$ cat src/rtl/wb_upsizer_pkg.sv
// Shared widths, lane helpers and Wishbone cycle-type constants for the data upsizer.
package wb_upsizer_pkg;

    localparam logic [2:0] CTI_CLASSIC = 3'b000;
    localparam logic [2:0] CTI_INC     = 3'b010;
    localparam logic [2:0] CTI_EOB     = 3'b111;
    localparam logic [1:0] BTE_LINEAR  = 2'b00;

    // Lane helpers work on a generous fixed width; callers cast to their real widths.
    localparam int unsigned LANE_MAX_W = 1024;

    function automatic int unsigned lb_of(input int unsigned dw_in);
        return $clog2(dw_in / 8);
    endfunction

    function automatic int unsigned ls_of(input int unsigned scale);
        return $clog2(scale);
    endfunction

    function automatic int unsigned dw_out_of(input int unsigned dw_in, input int unsigned scale);
        return dw_in * scale;
    endfunction

    function automatic logic [LANE_MAX_W-1:0] lane_extract(input logic [LANE_MAX_W-1:0] word,
                                                           input int unsigned lane,
                                                           input int unsigned lane_w);
        return word >> (lane * lane_w);
    endfunction

    function automatic logic [LANE_MAX_W-1:0] lane_shift(input logic [LANE_MAX_W-1:0] word,
                                                         input int unsigned lane,
                                                         input int unsigned lane_w);
        return word << (lane * lane_w);
    endfunction

endpackage

$ cat src/rtl/wb_upsizer_rdbuf.sv
// One-line wide read buffer: fill, invalidate, tag compare and narrow lane read-out.
module wb_upsizer_rdbuf
    import wb_upsizer_pkg::*;
#(
    parameter int unsigned DW  = 64,
    parameter int unsigned TW  = 29,
    parameter int unsigned LW  = 32,
    parameter int unsigned LSW = 1
) (
    input  logic           clk,
    input  logic           rst_n,
    input  logic           fill,
    input  logic           inval,
    input  logic [DW-1:0]  fill_data,
    input  logic [TW-1:0]  fill_tag,
    input  logic [TW-1:0]  look_tag,
    input  logic [LSW-1:0] lane,
    output logic           hit_c,
    output logic [LW-1:0]  lane_data_c
);

    logic [DW-1:0] buf_data;
    logic [TW-1:0] buf_tag;
    logic          buf_valid;

    // Invalidate has priority so a fill racing a bus-cycle end leaves the line invalid.
    always_ff @(posedge clk or negedge rst_n) begin
        if (!rst_n) begin
            buf_valid <= 1'b0;
        end else if (inval) begin
            buf_valid <= 1'b0;
        end else if (fill) begin
            buf_valid <= 1'b1;
        end
    end

    always_ff @(posedge clk) begin
        if (fill) begin
            buf_data <= fill_data;
            buf_tag  <= fill_tag;
        end
    end

    assign hit_c       = buf_valid && (buf_tag == look_tag);
    assign lane_data_c = LW'(lane_extract(LANE_MAX_W'(buf_data), 32'(lane), LW));

endmodule

$ cat src/rtl/wb_data_upsizer.sv
// Wishbone narrow-to-wide data upsizer: combinational request/response steering around a read buffer.
module wb_data_upsizer
    import wb_upsizer_pkg::*;
#(
    parameter int unsigned DW_IN = 32,
    parameter int unsigned SCALE = 2,
    parameter int unsigned AW    = 32
) (
    input  logic                            wb_clk_i,
    input  logic                            wb_rst_i,
    input  logic [AW-1:0]                   wbs_adr_i,
    input  logic [DW_IN-1:0]                wbs_dat_i,
    input  logic [DW_IN/8-1:0]              wbs_sel_i,
    input  logic                            wbs_we_i,
    input  logic                            wbs_cyc_i,
    input  logic                            wbs_stb_i,
    input  logic [2:0]                      wbs_cti_i,
    input  logic [1:0]                      wbs_bte_i,
    output logic [DW_IN-1:0]                wbs_dat_o,
    output logic                            wbs_ack_o,
    output logic                            wbs_err_o,
    output logic                            wbs_rty_o,
    output logic [AW-1:0]                   wbm_adr_o,
    output logic [DW_IN*SCALE-1:0]          wbm_dat_o,
    output logic [DW_IN*SCALE/8-1:0]        wbm_sel_o,
    output logic                            wbm_we_o,
    output logic                            wbm_cyc_o,
    output logic                            wbm_stb_o,
    output logic [2:0]                      wbm_cti_o,
    output logic [1:0]                      wbm_bte_o,
    input  logic [DW_IN*SCALE-1:0]          wbm_dat_i,
    input  logic                            wbm_ack_i,
    input  logic                            wbm_err_i,
    input  logic                            wbm_rty_i
);

    localparam int unsigned DW_OUT = dw_out_of(DW_IN, SCALE);
    localparam int unsigned LB     = lb_of(DW_IN);
    localparam int unsigned LS     = ls_of(SCALE);
    localparam int unsigned OFF    = LB + LS;
    localparam int unsigned TW     = AW - OFF;
    localparam int unsigned SW     = DW_IN / 8;
    localparam int unsigned SWO    = DW_OUT / 8;

    logic              rst_n;
    logic [LS-1:0]     lane;
    logic [TW-1:0]     tag;
    logic              req;
    logic              wr_req;
    logic              rd_miss;
    logic              rd_hit;
    logic              hit_c;
    logic              fill;
    logic              inval;
    logic [DW_IN-1:0]  buf_lane;
    logic [DW_IN-1:0]  wide_lane;
    logic [SWO-1:0]    wr_sel;
    logic              unused_bits;

    assign rst_n       = wb_rst_i;
    assign lane        = wbs_adr_i[OFF-1:LB];
    assign tag         = wbs_adr_i[AW-1:OFF];
    // Narrow cti/bte and sub-word address bits carry no meaning for the wide side.
    assign unused_bits = ^{wbs_cti_i, wbs_bte_i, wbs_adr_i};

    assign req     = wbs_cyc_i & wbs_stb_i;
    assign wr_req  = req & wbs_we_i;
    assign rd_hit  = req & ~wbs_we_i & hit_c;
    assign rd_miss = req & ~wbs_we_i & ~hit_c;

    assign fill  = rd_miss & wbm_ack_i;
    assign inval = ~wbs_cyc_i | (wr_req & (wbm_ack_i | wbm_err_i | wbm_rty_i));

    assign wr_sel    = SWO'(lane_shift(LANE_MAX_W'(wbs_sel_i), 32'(lane), SW));
    assign wide_lane = DW_IN'(lane_extract(LANE_MAX_W'(wbm_dat_i), 32'(lane), DW_IN));

    assign wbm_adr_o = {tag, {OFF{1'b0}}};
    assign wbm_dat_o = {SCALE{wbs_dat_i}};
    assign wbm_cti_o = CTI_CLASSIC;
    assign wbm_bte_o = BTE_LINEAR;

    wb_upsizer_rdbuf #(
        .DW  (DW_OUT),
        .TW  (TW),
        .LW  (DW_IN),
        .LSW (LS)
    ) u_rdbuf (
        .clk         (wb_clk_i),
        .rst_n       (rst_n),
        .fill        (fill),
        .inval       (inval),
        .fill_data   (wbm_dat_i),
        .fill_tag    (tag),
        .look_tag    (tag),
        .lane        (lane),
        .hit_c       (hit_c),
        .lane_data_c (buf_lane)
    );

    // Steering: hits answer locally, writes and misses pass straight through to the wide slave.
    always_comb begin
        wbm_cyc_o = 1'b0;
        wbm_stb_o = 1'b0;
        wbm_we_o  = 1'b0;
        wbm_sel_o = '0;
        wbs_ack_o = 1'b0;
        wbs_err_o = 1'b0;
        wbs_rty_o = 1'b0;
        wbs_dat_o = buf_lane;
        if (rst_n) begin
            if (wr_req) begin
                wbm_cyc_o = 1'b1;
                wbm_stb_o = 1'b1;
                wbm_we_o  = 1'b1;
                wbm_sel_o = wr_sel;
                wbs_ack_o = wbm_ack_i;
                wbs_err_o = wbm_err_i;
                wbs_rty_o = wbm_rty_i;
            end else if (rd_miss) begin
                wbm_cyc_o = 1'b1;
                wbm_stb_o = 1'b1;
                wbm_sel_o = '1;
                wbs_ack_o = wbm_ack_i;
                wbs_err_o = wbm_err_i;
                wbs_rty_o = wbm_rty_i;
                wbs_dat_o = wide_lane;
            end else if (rd_hit) begin
                wbs_ack_o = 1'b1;
            end
        end
    end

endmodule

$ cat config.mk
export PLATFORM = sky130hd
export DESIGN_NAME = wb_data_upsizer
export DESIGN_NICKNAME = d
export VERILOG_FILES = /design/src/rtl/wb_upsizer_pkg.sv /design/src/rtl/wb_upsizer_rdbuf.sv /design/src/rtl/wb_data_upsizer.sv
export SDC_FILE = /design/constraint.sdc
export NUM_CORES = 1
export LEC_CHECK = 0
export BUFFER_PORTS_ARGS = -buffer_cell sky130_fd_sc_hd__buf_2
export CORE_MARGIN = 10
export CORE_UTILIZATION = 47
export CTS_BUF_LIST = sky130_fd_sc_hd__clkbuf_8
export DETAILED_ROUTE_END_ITERATION = 8
export HOLD_SLACK_MARGIN = 0.12
export PLACE_DENSITY = 0.85
export SLEW_MARGIN = 20
export SYNTH_ARGS = -nofsm -noshare
export SYNTH_HDL_FRONTEND = slang
export SYNTH_HIERARCHICAL = 1
export SYNTH_SLANG_ARGS = --single-unit
$ cat constraint.sdc
create_clock -name wb_clk_i -period 13.2 [get_ports wb_clk_i]
set_clock_uncertainty 0.05 [all_clocks]
set_input_delay 0.66 -clock wb_clk_i [delete_from_list [all_inputs] [get_ports wb_clk_i]]
set_output_delay 0.66 -clock wb_clk_i [all_outputs]
set_load 0.05 [all_outputs]
==> results.tsv, run 1 <==
stage	metric	value	unit
critical_path	crit_family	simple AND/OR/NAND/NOR gates	
synthesis	ys_async_sr_fraction	1.064	%
global_route	grt_pass1_wl	18430	µm
critical_path	path_class	primary input to primary output	
route	wl_per_cell	19.31	µm
final_layout	diodes	0	
route	wl	11860	µm
sta	max_freq	0.2616	GHz
sta	finalHoldViolations	0	
synthesis	synth-seq-area-share	52.21	%
placed_design	gp_congestion	0.7895	
critical_path	critPathMaxStageDelay	0.65	ns
synthesis	avgSynthCellArea	14.20	µm²
synthesis	ys.flop_type	edfxtp_1	
pwr	p_switching	0.0001854	W
synthesis	synth_fa_ha_area_share	0	%
synthesis	yosysTopAreaCell	edfxtp_1	
clock_network	clk_latency	0.35	ns
die	initial_core_util	47.67	%
sta	fin_crit_sh	28.96	%
pwr	combPwrFrac	20.3	%
global_route	antenna_found_initial	0	
critical_path	critPathLaunch	wbs_adr_i[15]	
synthesis	synth_seq_cells	94	
final_layout	areaGrowthSynthToFinish	8.347	%
synthesis	synthDistinctLibCells	29	
placed_design	dpl_cell_area	5653	µm²
synthesis	synthMuxAreaShare	22.12	%
pwr	p_sw_share	28.31	%
route	ant_nets	0	
critical_path	cp_max_fo	32	
sta	setup_viol	0	
die	die_y	127.2	µm
critical_path	path_depth	8	
critical_path	crit_arrival	3.11	ns
synthesis	synth_top_area_share	51.75	%
final_layout	fin_area	5847	µm²
route	num_vias	3058	
route	drc	0	
clock_network	postCtsSetupBuffers	0	
min_path	hp-class	primary input to register	
sta	rsz0062_at_grt	no	
critical_path	r2r-start	u_rdbuf/buf_tag[12]	
synthesis	synth_top_family_by_area	multiplexers	
run_status	outcome	complete, no violations	
clock_network	cts_tree	yes	
placed_design	port_buffers	180	
critical_path	cp_common_cell	buf_2	
final_layout	nFillCells	982	
pwr	ir_worst_vdd	0.06022	mV
min_path	whs_path_depth	1	
critical_path	cpMaxStageDelayCell	or3_4	
sta	tightest_slew	0.8663	ns
clock_network	cts_made_buffers	9	
global_route	grt_max_degree	73	
route	drt-pass1-iter-count	4	
pwr	internal_power	0.0004696	W
synthesis	syn_inst	380	
clock_network	clk_pin_slew	0.09	ns
synthesis	synth_xor_area_share	4.707	%
synthesis	synth_area_leaders	edfxtp_1, buf_4, mux2_2	
critical_path	cp_cell_sequence	buf_2 -> xor2_1 -> nor4_1 -> nand3_1 -> nor4_2 -> or3_4 -> mux2_2 -> buf_2	
global_route	globalRouteTotalUtil	14.12	%
clock_network	cts_root_buf	clkbuf_8	
placed_design	hpwl	9110	µm
critical_path	startpoint_type	primary input	
die	die-area	16170	µm²
pwr	p_per_area	112.0	nW/µm²
clock_network	cts_htree_levels	3	
sta	relSlewSlack	42.25	%
global_route	first_global_vias	3473	
critical_path	worstRegToRegCells	6	
critical_path	path_buf_inv	2	
min_path	holdCritStartpoint	wbm_dat_i[59]	
die	ios	292	
die	chipWidth	127.2	µm
route	m1WireLength	4505	µm
synthesis	synth-simple-area-share	3.640	%
critical_path	cp-end-kind	primary output	
final_layout	multi_input_area	1733	µm²
synthesis	synth-compound-area-share	0.8811	%
final_layout	seq_area	2818	µm²
synthesis	yosys_warnings	6	
route	via_per_inst	4.980	
sta	fin_tns_setup	0	ns
final_layout	nets	611	
route	routed.top_layer	met4	
die	core_area	11320	µm²
job	cap_violations	0	
sta	min_period	3.823	ns
route	first_iter_violations	136	
sta	slew_viol_final	0	
synthesis	synth_edf_count	93	
synthesis	syn_area	5396	µm²
critical_path	required	12.49	ns
pwr	p_leak	2.471	nW
pwr	pwr-share-clk	27.7	%
route	routed-wl-met2	6096	µm
die	std_cell_rows	39	
route	wl_met3	1081	µm
clock_network	cts_buffer_depth	2	
pwr	p_seq_share	52.0	%
global_route	overflow	0	
final_layout	drive_gt1_share	62.63	%
clock_network	cts.sinks	94	
==> final cells by class <==
class / count / share of cell area [%]
tap: 143 / 3.060
timing repair buffer: 184 / 15.96
clock buffer: 9 / 2.119
clock inverter: 7 / 0.9630
inverter: 1 / 0.06420
multi-input combinational: 176 / 29.64
sequential: 94 / 48.19
==> per-stage QoR <==
stage | utilization (%) | hold WS (ns) | instances | setup slack (ns) | power, W
2_1_floorplan | - | 0.3144 | 387 | 1.695 | 0.0005041
3_3_place_gp | 49.93 | 0.4073 | 597 | 9.035 | 0.0004772
3_5_place_dp | 49.93 | 0.4095 | 597 | 8.980 | 0.0004811
4_1_cts | 51.61 | 0.4130 | 614 | 8.981 | 0.0006646
5_1_grt | 51.65 | 0.4110 | 614 | 9.227 | 0.0006843
6_report | 51.65 | 0.4400 | 614 | 9.377 | 0.0006550
==> per-layer routing <==
| layer | global-route usage [%] | up-vias |
|---|---|---|
| met1 | 14.87 | 1460 |
| li1 | - | 1428 |
| met5 | 0 | - |
| met4 | 5.291 | 0 |
| met3 | 6.162 | 24 |
| met2 | 24.45 | 146 |
==> timing repair <==
item | in CTS | in global routing
gates resized for setup | 0 | 0
hold buffers | 1 | 0
hold endpoints to repair | 1 | 0
==> worst reg2reg max path: cells and delay by family (launching register included) <==
kind                   cells  cell delay [ns]
AND/OR/NAND/NOR            4             1.00
buffers and inverters      1             0.33
flip-flops                 1             0.39
XOR/XNOR                   1             0.15
==> path summary, 6_finish.rpt <==
kind	to	slack (ns)
worst max-delay path	wbs_dat_o[0]	9.38
worst min-delay path	u_rdbuf/buf_data[59]	0.44
worst max register to register	u_rdbuf/buf_data[58]	10.92
worst min register to register	u_rdbuf/buf_valid	0.50
max in group asynchronous	u_rdbuf/buf_valid	12.40
min in group asynchronous	u_rdbuf/buf_valid	0.59
==> sequential cells by signal (all words and copies together), names as in the netlist <==
signal / count
u_rdbuf/buf_valid: 1
u_rdbuf/buf_data: 64
u_rdbuf/buf_tag: 29
==> synth_stat cells (2+ instances only) <==
cell      count
a21oi_1       8
and2_1        3
and3_2        2
buf_1         2
buf_12        3
buf_2         4
buf_4       102
clkbuf_1      4
edfxtp_1     93
mux2_1        2
mux2_2       64
mux2_4       30
nand2_1       6
nand2b_1      5
nand3_1       2
nand4_1       3
nor2_1        4
nor4_1        5
xnor2_1       9
xor2_1       20
==> logic make-up (layout without fill, tap and decap cells) <==
kind of cell,Yosys count,after routing
and+or+nand+nor,34,34
xor gates and xnor gates,29,29
AOI/OAI and AO/OA,9,9
buffers and inverters,117,201
DFF,94,94
muxes,96,96
other,1,8
==> power by group through the flow <==
stage	combinational, W	sequential [W]	clock (W)
finish	0.000133	0.000340	0.000182
global route	0.000141	0.000341	0.000202
CTS	0.000134	0.000341	0.000190
detailed placement	0.000134	0.000347	0
global placement	0.000131	0.000347	0
floorplan	0.000156	0.000348	0
==> cells in the final DEF, fill, tap and decap left out <==
cell type / Yosys / final
clkbuf_8: 0 / 9
mux2_2: 64 / 64
nor4b_2: 0 / 1
buf_4: 102 / 3
and3_2: 2 / 2
conb_1: 1 / 8
mux2_4: 30 / 30
dfrtp_1: 1 / 1
nor4_1: 5 / 5
buf_2: 4 / 180
dlygate4sd3_1: 0 / 1
clkinv_2: 0 / 3
nand2b_1: 5 / 5
nor4_2: 1 / 1
xnor2_1: 9 / 9
or3_4: 0 / 1
nand4_1: 3 / 3
bufinv_16: 0 / 1
and2_1: 3 / 3
o31ai_1: 1 / 1
nand3_1: 2 / 2
clkinv_1: 0 / 2
xor2_1: 20 / 20
a21oi_1: 8 / 8
nand2_1: 6 / 6
nor2b_1: 1 / 1
nor2_1: 4 / 4
inv_1: 1 / 2
mux2_1: 2 / 2
edfxtp_1: 93 / 93
Note: power is estimated with default switching activity, not from simulation.
==> run 2: changes to the inputs <==
- ABC_AREA: default -> 1
- CORE_UTILIZATION: 47 -> 48
- clock period: 13.2 -> 3.9 ns (I/O delays scaled with it)
==> run 2 against run 1 <==
  * Clock power rose to 3.5 times the previous value
  * Critical path depth rose by 7
  * Final cell count rose by 61%
  * Area after synthesis rose by 7.6%
  * Highest routed layer unchanged
==> results.tsv, run 2 <==
stage	metric	value	unit
clock_network	cts.sinks	94	
clock_network	clk_latency	0.37	ns
clock_network	cts_tree	yes	
route	routed.top_layer	met4	
critical_path	startpoint_type	primary input	
pwr	p_per_area	325.2	nW/µm²
clock_network	postCtsSetupBuffers	0	
final_layout	seq_area	2818	µm²
die	core_area	11910	µm²
critical_path	r2r_end	u_rdbuf/buf_data[19]	
critical_path	r2r-start	u_rdbuf/buf_tag[5]	
job	cap_violations	0	
route	wl	15860	µm
route	drc	0	
synthesis	yosys-top-cells-count	nand2_1, buf_4, inv_1	
final_layout	top_register	u_rdbuf/buf_data	
critical_path	required	3.65	ns
synthesis	synth_seq_cells	94	
min_path	whs_path_depth	0	
synthesis	syn_inst	654	
critical_path	rrSetupSlack	1.57	ns
final_layout	layout_commonest_cell	nand2_1	
die	die_y	130.0	µm
pwr	ir_worst_vdd	0.2714	mV
global_route	antenna_found_initial	2	
route	wl_met3	1132	µm
pwr	p_leak	3.651	nW
route	ant_nets	0	
synthesis	avgSynthCellArea	8.879	µm²
sta	slew_viol_final	0	
global_route	overflow	0	
route	m1WireLength	5725	µm
global_route	grt_pass1_wl	24360	µm
synthesis	yosys.cell_count.top_type	nand2_1	
sta	setup_viol	0	
final_layout	final_cell_mix	nand2_1, buf_2, dlygate4sd3_1	
run_status	outcome	complete, no violations	
route	routed-wl-met2	8406	µm
critical_path	cp-end-kind	primary output	
synthesis	synth-seq-area-share	48.52	%
final_layout	drive_gt1_share	27.96	%
final_layout	areaGrowthSynthToFinish	24.37	%
sta	relSlewSlack	43.98	%
sta	finalHoldViolations	0	
sta	rsz0062_at_grt	no	
clock_network	cts_made_buffers	9	
final_layout	largestRegisters	u_rdbuf/buf_data: 64 flops, u_rdbuf/buf_tag: 29 flops, u_rdbuf/buf_valid: 1 flops	
critical_path	crit_end	wbs_dat_o[31]	
sta	tightest_slew	0.8404	ns
route	num_vias	4598	
clock_network	cts_root_buf	clkbuf_8	
die	chipWidth	130.0	µm
route	drt-pass1-iter-count	4	
synthesis	ys_async_sr_fraction	1.064	%
final_layout	largest_reg_flops	64	
die	initial_core_util	48.75	%
synthesis	yosys_warnings	6	
die	ios	292	
synthesis	ys.flop_type	edfxtp_1	
sta	fin_tns_setup	0	ns
route	wl_per_cell	16.08	µm
synthesis	synthDistinctLibCells	21	
global_route	grt_max_degree	105	
min_path	hp-class	primary input to primary output	
final_layout	nFillCells	932	
synthesis	synth_area_leaders	edfxtp_1, nand2_1, buf_4	
die	std_cell_rows	40	
critical_path	path_class	primary input to primary output	
placed_design	port_buffers	180	
final_layout	multi_input_area	1750	µm²
sta	whs	0.3400	ns
synthesis	syn_area	5807	µm²
clock_network	cts_buffer_depth	2	
synthesis	synth_top_area_share	48.09	%
placed_design	hpwl	9629	µm
critical_path	critPathLaunch	wbs_adr_i[8]	
clock_network	cts_htree_levels	3	
sta	fin_crit_sh	80.57	%
die	die-area	16900	µm²
critical_path	worstRegToRegCells	9	
route	via_per_inst	4.663	
sta	max_freq	0.3182	GHz
global_route	first_global_vias	4882	
final_layout	nets	977	
synthesis	synth_edf_count	93	
route	first_iter_violations	185	
critical_path	cp_max_fo	20	
synthesis	yosysTopAreaCell	edfxtp_1	
global_route	globalRouteTotalUtil	18.55	%
sta	min_period	3.142	ns
critical_path	crit_arrival	2.90	ns
placed_design	gp_congestion	0.7825	
final_layout	post-route-util	60.63	%
run 2: logic make-up after synthesis:
| group | after synthesis | share of synthesized area, % |
|---|---|---|
| AOI/OAI and AO/OA | 39 | 3.404 |
| DFF | 94 | 48.52 |
| muxes | 32 | 8.145 |
| and+or+nand+nor | 271 | 17.73 |
| other | 1 | 0.06458 |
| buffers and inverters | 216 | 21.98 |
| xor gates and xnor gates | 1 | 0.1509 |
run 2: where the power goes:
part	internal [W]	switching, W	total (W)
Combinational	0.000201	0.000354	0.000556
Sequential	0.00114	0.0000105	0.00115
Clock	0.000292	0.000347	0.000639
run 2: area by class of cell:
class	count	share of cell area [%]
tap	147	2.547
clock inverter	7	0.8836
sequential	94	39.02
timing repair buffer	281	26.59
inverter	95	4.938
multi-input combinational	351	24.24
clock buffer	9	1.715
antenna	2	0.06930
run 2: how the worst min path moves through the flow:
stage                   from                 to  slack [ns]
5_1_grt        wbs_dat_i[24]      wbm_dat_o[56]        0.34
6_report       wbs_dat_i[14]      wbm_dat_o[14]        0.34
4_1_cts         wbs_dat_i[0]       wbm_dat_o[0]        0.34
2_1_floorplan       wb_rst_i  u_rdbuf/buf_valid       -0.15
3_5_place_dp        wb_rst_i  u_rdbuf/buf_valid       -0.06
3_3_place_gp        wb_rst_i  u_rdbuf/buf_valid       -0.06
run 2: through the flow:
| step | std cells | total power (W) | setup slack, ns | cell area (µm²) |
|---|---|---|---|---|
| floorplan | 661 | 0.001711 | 0.1576 | 5844 |
| global placement | 871 | 0.001632 | 1.248 | 6055 |
| detailed placement | 871 | 0.001644 | 1.223 | 6055 |
| CTS | 984 | 0.002357 | 0.7139 | 7213 |
| global route | 986 | 0.002456 | 0.5221 | 7222 |
| finish | 986 | 0.002348 | 0.7577 | 7222 |
run 2: per-layer routing:
layer	GRT usage [%]	vias to the layer above
met1	18.36	2087
met3	6.775	52
met2	33.01	182
met4	10.38	0
met5	0	-
li1	-	2277
run 2: repair_timing:
action                    CTS  global route
gates resized for setup     0             0
hold buffers               97             0
hold endpoints to repair   95             0
run 2: worst max-delay path, stage by stage:
cell           delay, ns
dlygate4sd3_1       0.52
buf_2               0.12
inv_1               0.05
or2_2               0.27
o211ai_1            0.08
nor2_1              0.07
nand2_1             0.07
nor2_1              0.06
inv_1               0.05
nand2_1             0.10
nor2_2              0.61
buf_12              0.24
nand2_1             0.06
nand2_1             0.10
buf_2               0.27
